--- src/rtl/sub_defs_pkg.sv ---
`timescale 1ns/1ps
`default_nettype none
// +----------------------------------------------------------------------+
// | sub_defs : shared state encodings and defaults for serial_subtractor |
// | Rev 1.0                                                              |
// +----------------------------------------------------------------------+
package sub_defs;

  localparam int WIDTH_DEFAULT = 8;

  typedef enum logic [1:0] {
    ST_IDLE = 2'd0,
    ST_RUN  = 2'd1,
    ST_DONE = 2'd2
  } state_t;

endpackage
`default_nettype wire

--- src/rtl/full_subtractor.sv ---
`timescale 1ns/1ps
`default_nettype none
// +----------------------------------------------------------------------+
// | full_subtractor : one-bit a - b - bin, combinational                 |
// | Rev 1.0                                                              |
// +----------------------------------------------------------------------+
module full_subtractor (
  input  logic a,
  input  logic b,
  input  logic bin,
  output logic diff,
  output logic borrow
);

  assign diff   = a ^ b ^ bin;
  assign borrow = (~a & b) | (~(a ^ b) & bin);

endmodule
`default_nettype wire

--- src/rtl/serial_subtractor.sv ---
`timescale 1ns/1ps
`default_nettype none
// +----------------------------------------------------------------------+
// | serial_subtractor : bit-serial unsigned a - b, LSB first             |
// | Rev 1.0                                                              |
// +----------------------------------------------------------------------+
module serial_subtractor
  import sub_defs::*;
#(
  parameter int WIDTH = WIDTH_DEFAULT
) (
  input  logic             clk,
  input  logic             rst,
  input  logic             start,
  input  logic [WIDTH-1:0] a,
  input  logic [WIDTH-1:0] b,
  output logic             busy,
  output logic             done,
  output logic [WIDTH-1:0] diff,
  output logic             borrow
);

  localparam int CW = $clog2(WIDTH);

  state_t           state_q, state_d;
  logic [WIDTH-1:0] a_sh_q, a_sh_d;
  logic [WIDTH-1:0] b_sh_q, b_sh_d;
  logic [WIDTH-1:0] res_q, res_d;
  logic [WIDTH-1:0] diff_q, diff_d;
  logic             bf_q, bf_d;
  logic             borrow_q, borrow_d;
  logic [CW-1:0]    cnt_q, cnt_d;
  logic             step_diff;
  logic             step_bout;

  full_subtractor u_fs (
    .a      (a_sh_q[0]),
    .b      (b_sh_q[0]),
    .bin    (bf_q),
    .diff   (step_diff),
    .borrow (step_bout)
  );

  always_comb begin
    state_d  = state_q;
    a_sh_d   = a_sh_q;
    b_sh_d   = b_sh_q;
    res_d    = res_q;
    diff_d   = diff_q;
    bf_d     = bf_q;
    borrow_d = borrow_q;
    cnt_d    = cnt_q;
    case (state_q)
      ST_IDLE: begin
        if (start) begin
          a_sh_d  = a;
          b_sh_d  = b;
          res_d   = '0;
          bf_d    = 1'b0;
          cnt_d   = '0;
          state_d = ST_RUN;
        end
      end
      ST_RUN: begin
        // Result fills from the MSB so the final bit lands in place on the last step.
        res_d  = {step_diff, res_q[WIDTH-1:1]};
        a_sh_d = a_sh_q >> 1;
        b_sh_d = b_sh_q >> 1;
        bf_d   = step_bout;
        cnt_d  = cnt_q + CW'(1);
        if (cnt_q == CW'(WIDTH - 1)) begin
          diff_d   = {step_diff, res_q[WIDTH-1:1]};
          borrow_d = step_bout;
          state_d  = ST_DONE;
        end
      end
      ST_DONE: state_d = ST_IDLE;
      default: state_d = ST_IDLE;
    endcase
  end

  always_ff @(posedge clk or posedge rst) begin
    if (rst) begin
      state_q  <= ST_IDLE;
      a_sh_q   <= '0;
      b_sh_q   <= '0;
      res_q    <= '0;
      diff_q   <= '0;
      bf_q     <= 1'b0;
      borrow_q <= 1'b0;
      cnt_q    <= '0;
    end else begin
      state_q  <= state_d;
      a_sh_q   <= a_sh_d;
      b_sh_q   <= b_sh_d;
      res_q    <= res_d;
      diff_q   <= diff_d;
      bf_q     <= bf_d;
      borrow_q <= borrow_d;
      cnt_q    <= cnt_d;
    end
  end

  assign busy   = (state_q == ST_RUN);
  assign done   = (state_q == ST_DONE);
  assign diff   = diff_q;
  assign borrow = borrow_q;

endmodule
`default_nettype wire

--- config.mk ---
export PLATFORM = sky130hd
export DESIGN_NAME = serial_subtractor
export DESIGN_NICKNAME = d
export VERILOG_FILES = /design/src/rtl/sub_defs_pkg.sv /design/src/rtl/full_subtractor.sv /design/src/rtl/serial_subtractor.sv
export SDC_FILE = /design/constraint.sdc
export NUM_CORES = 1
export LEC_CHECK = 0
export CAP_MARGIN = 10
export CORE_ASPECT_RATIO = 0.9
export CORE_MARGIN = 2
export CORE_UTILIZATION = 45
export DETAILED_ROUTE_END_ITERATION = 8
export PLACE_DENSITY_LB_ADDON = 0.25
export SKIP_LAST_GASP = 1
export SLEW_MARGIN = 10
export SYNTH_ARGS = -nofsm -noshare
export SYNTH_HDL_FRONTEND = slang
export SYNTH_SLANG_ARGS = --single-unit
--- constraint.sdc ---
create_clock -name clk -period 3.1 [get_ports clk]
set_clock_uncertainty 0.05 [all_clocks]
set_input_delay 0.31 -clock clk [delete_from_list [all_inputs] [get_ports clk]]
set_output_delay 0.31 -clock clk [all_outputs]
set_load 0.01 [all_outputs]
==> out/summary.txt <==
number of global-route vias before repair = 1121
Switching Fraction = 0.3152
DR DRC count = 0
GRT Total Usage = 0.1692
Yosys Warn Count = 0
fill cell count = 304
Syn Area/Cell = 12.05 sq um
Final ANT Viol Nets = 0
final std cells w/o fill = 214
DRT iter0 DRCs = 64
CTS tree = built
setup tns final = 0 ns
syn nets = 161
post-detail-place hpwl = 2070 microns
Pleak = 0.9159 nW
largest net degree at the start of global routing = 39
FF-to-FF End = diff[4]$_DFFE_PP0P_
RSZ-0062 raised after global routing = no
Buffers on Ports = 29
crit path max fanout = 26
share of post-route cells with drive strength above 1 = 0.1250
placed inst area = 0.001978 sq mm
antenna fix cells = 0
CP Capture Type = output port
total die area = 0.004228 sq mm
# setup viols final = 0
Int Power = 1.359 mW
Required @ worst endpoint = 2.74 ns
status = complete, no violations
Comb pwr share = 0.357
share of the synthesized area in the top cell type = 0.5676
die span in y = 61.89 microns
Overflow after GRT = 0
Max Slew Vio Count = 0
CORE AREA = 0.003652 sq mm
CP Class = reg -> out
post-placement cell count = 206
Synth area leader = dfrtp_1
max_cap viols = 0
most common cell after layout, fill and taps aside = dfrtp_1
worst min-delay path class = in -> async
routed vias = 1165
FP Rows = 21
reg-to-reg setup timing slack = 1.11 ns
Peak VDD IR = 0.0004815 V
fmax = 0.4054 GHz
post-route design area = 0.002085 sq mm
Critical Path Start = state_q[0]$_DFFE_PP0P_
Root Buffer = clkbuf_8
R2R depth = 2
most frequent cells in the layout = dfrtp_1 (38), clkdlybuf4s50_1 (29), nor3b_1 (10)
Die X = 68.32 microns
Worst Path Arrival = 2.11 ns
RePlAce Congestion = 0.7415
Netlist cell types = 29
largest cells by area after synthesis = dfrtp_1 (57%), mux2_2 (5.4%), a22o_1 (4.7%)
WL per Instance = 14.43 microns
worst-margin pin slew = 0.7478 ns
Longest Clk Path Bufs = 2
Post-CTS Setup Bufs = 0
worst slew margin relative to its limit = 0.5014
Nets = 189
initial antenna violation count = 0
Critical Path Start Type = flip-flop
Final Hold Viols = 0
#FFs+latches synth = 38
cts bufs inserted = 5
Mapped Cells = 139
Resized Gates After CTS = 0
register area share after synthesis = 0.5676
Post-Synthesis Cell Area = 0.001675 sq mm
Final period util = 0.7958
first-pass GRT wire length = 5064 microns
Sw Pwr = 0.6255 mW
Reg-to-Reg Start = state_q[0]$_DFFE_PP0P_
Post-Route WL = 3089 microns
Clock Power Share = 0.203
clk sinks = 38
PD cells = 951.9 mW/mm^2
Clock transition at path regs = 0.07 ns
Final Critical Period = 2.467 ns
Initial Util = 0.4587
via/cell ratio = 5.444
total iterations of the first detailed-routing run = 4
Hold Buf Count CTS = 0
worst setup path end = busy
Syn-to-layout area delta = 24.42%
htree depth = 2
IO Pins = 30
Skew-Pair Late Insertion Delay = 0.29 ns
sequential share of power = 0.439
==> worst max-delay path, cell delays in order, from the launching register on <==
cell and delay, ns:
dfrtp_1 0.83, nand2b_2 0.20, inv_2 0.22, clkdlybuf4s50_1 0.57
==> synth_stat cells <==
cell type,n
and2b_1,1
a21oi_1,8
nor2_1,2
clkbuf_1,1
buf_2,5
clkbuf_2,1
nand2_1,6
buf_6,1
nor2b_1,6
nand2b_2,1
inv_2,1
a22oi_1,2
o21ai_0,6
o22a_1,5
fa_1,1
nand3b_1,3
ha_1,2
nor2_2,1
dfrtp_1,38
mux2_2,8
a221oi_1,5
o21bai_2,1
buf_4,1
o221a_2,2
inv_1,9
nor4bb_1,2
o22ai_1,1
a22o_1,9
nor3b_1,10
==> logic make-up after synthesis <==
logic type               synth area share
buffers and inverters             0.05376
adder cells (fa/ha/maj)           0.02688
AND/OR/NAND/NOR                    0.1240
AO/OA/AOI/OAI                      0.1740
flip-flops                         0.5676
multiplexers                      0.05377
==> through the flow <==
step	power (mW)	utilization	setup slack (ns)	hold WS, ns
6_report	1.984	0.5707	0.6332	0.3818
2_1_floorplan	1.358	-	1.554	0.3960
4_1_cts	2.002	0.5707	0.6019	0.3989
3_3_place_gp	1.569	0.5416	1.014	0.4095
5_1_grt	2.130	0.5707	0.4181	0.4418
3_5_place_dp	1.599	0.5416	0.9361	0.4392
==> routing by layer <==
metal	GRT usage	vias up	wire length, microns
li1	-	557	-
met1	0.2279	572	1551
met2	0.2538	30	1367
met3	0.04685	6	131
met4	0.08571	0	38
met5	0	-	0
==> area by class of cell <==
class                   count  area (sq um)  area share
clock buffers               7         76.32     0.03661
clock inverters             1         30.03     0.01441
inverters                  10         37.54     0.01801
multi-input cells          82         634.4      0.3043
flip-flops and latches     38         950.9      0.4562
well taps                  46         57.56     0.02761
repair buffers             30         297.8      0.1429
==> how the worst min path moves through the flow <==
stage                                  to  slack [ns]
floorplan           a_sh_q[7]$_DFFE_PP0P_        0.40
global placement       borrow$_DFFE_PP0P_        0.41
detailed placement   cnt_q[0]$_DFFE_PP0P_        0.44
CTS                 b_sh_q[1]$_DFFE_PP0P_        0.40
global route           borrow$_DFFE_PP0P_        0.44
finish              b_sh_q[1]$_DFFE_PP0P_        0.38
==> power by group through the flow <==
stage               Sequential, mW  Clock [mW]  Combinational [mW]
global placement             0.867           0               0.702
floorplan                    0.834           0               0.524
finish                       0.872       0.403               0.709
detailed placement           0.878           0               0.721
CTS                          0.872       0.412               0.719
global route                 0.903       0.430               0.797
==> state kept, by name, indices dropped and copies added (netlist names) <==
signal   flops
borrow       1
cnt_q        3
state_q      2
diff         8
res_q        7
bf_q         1
a_sh_q       8
b_sh_q       8
Power figures use the tool's default switching activity.
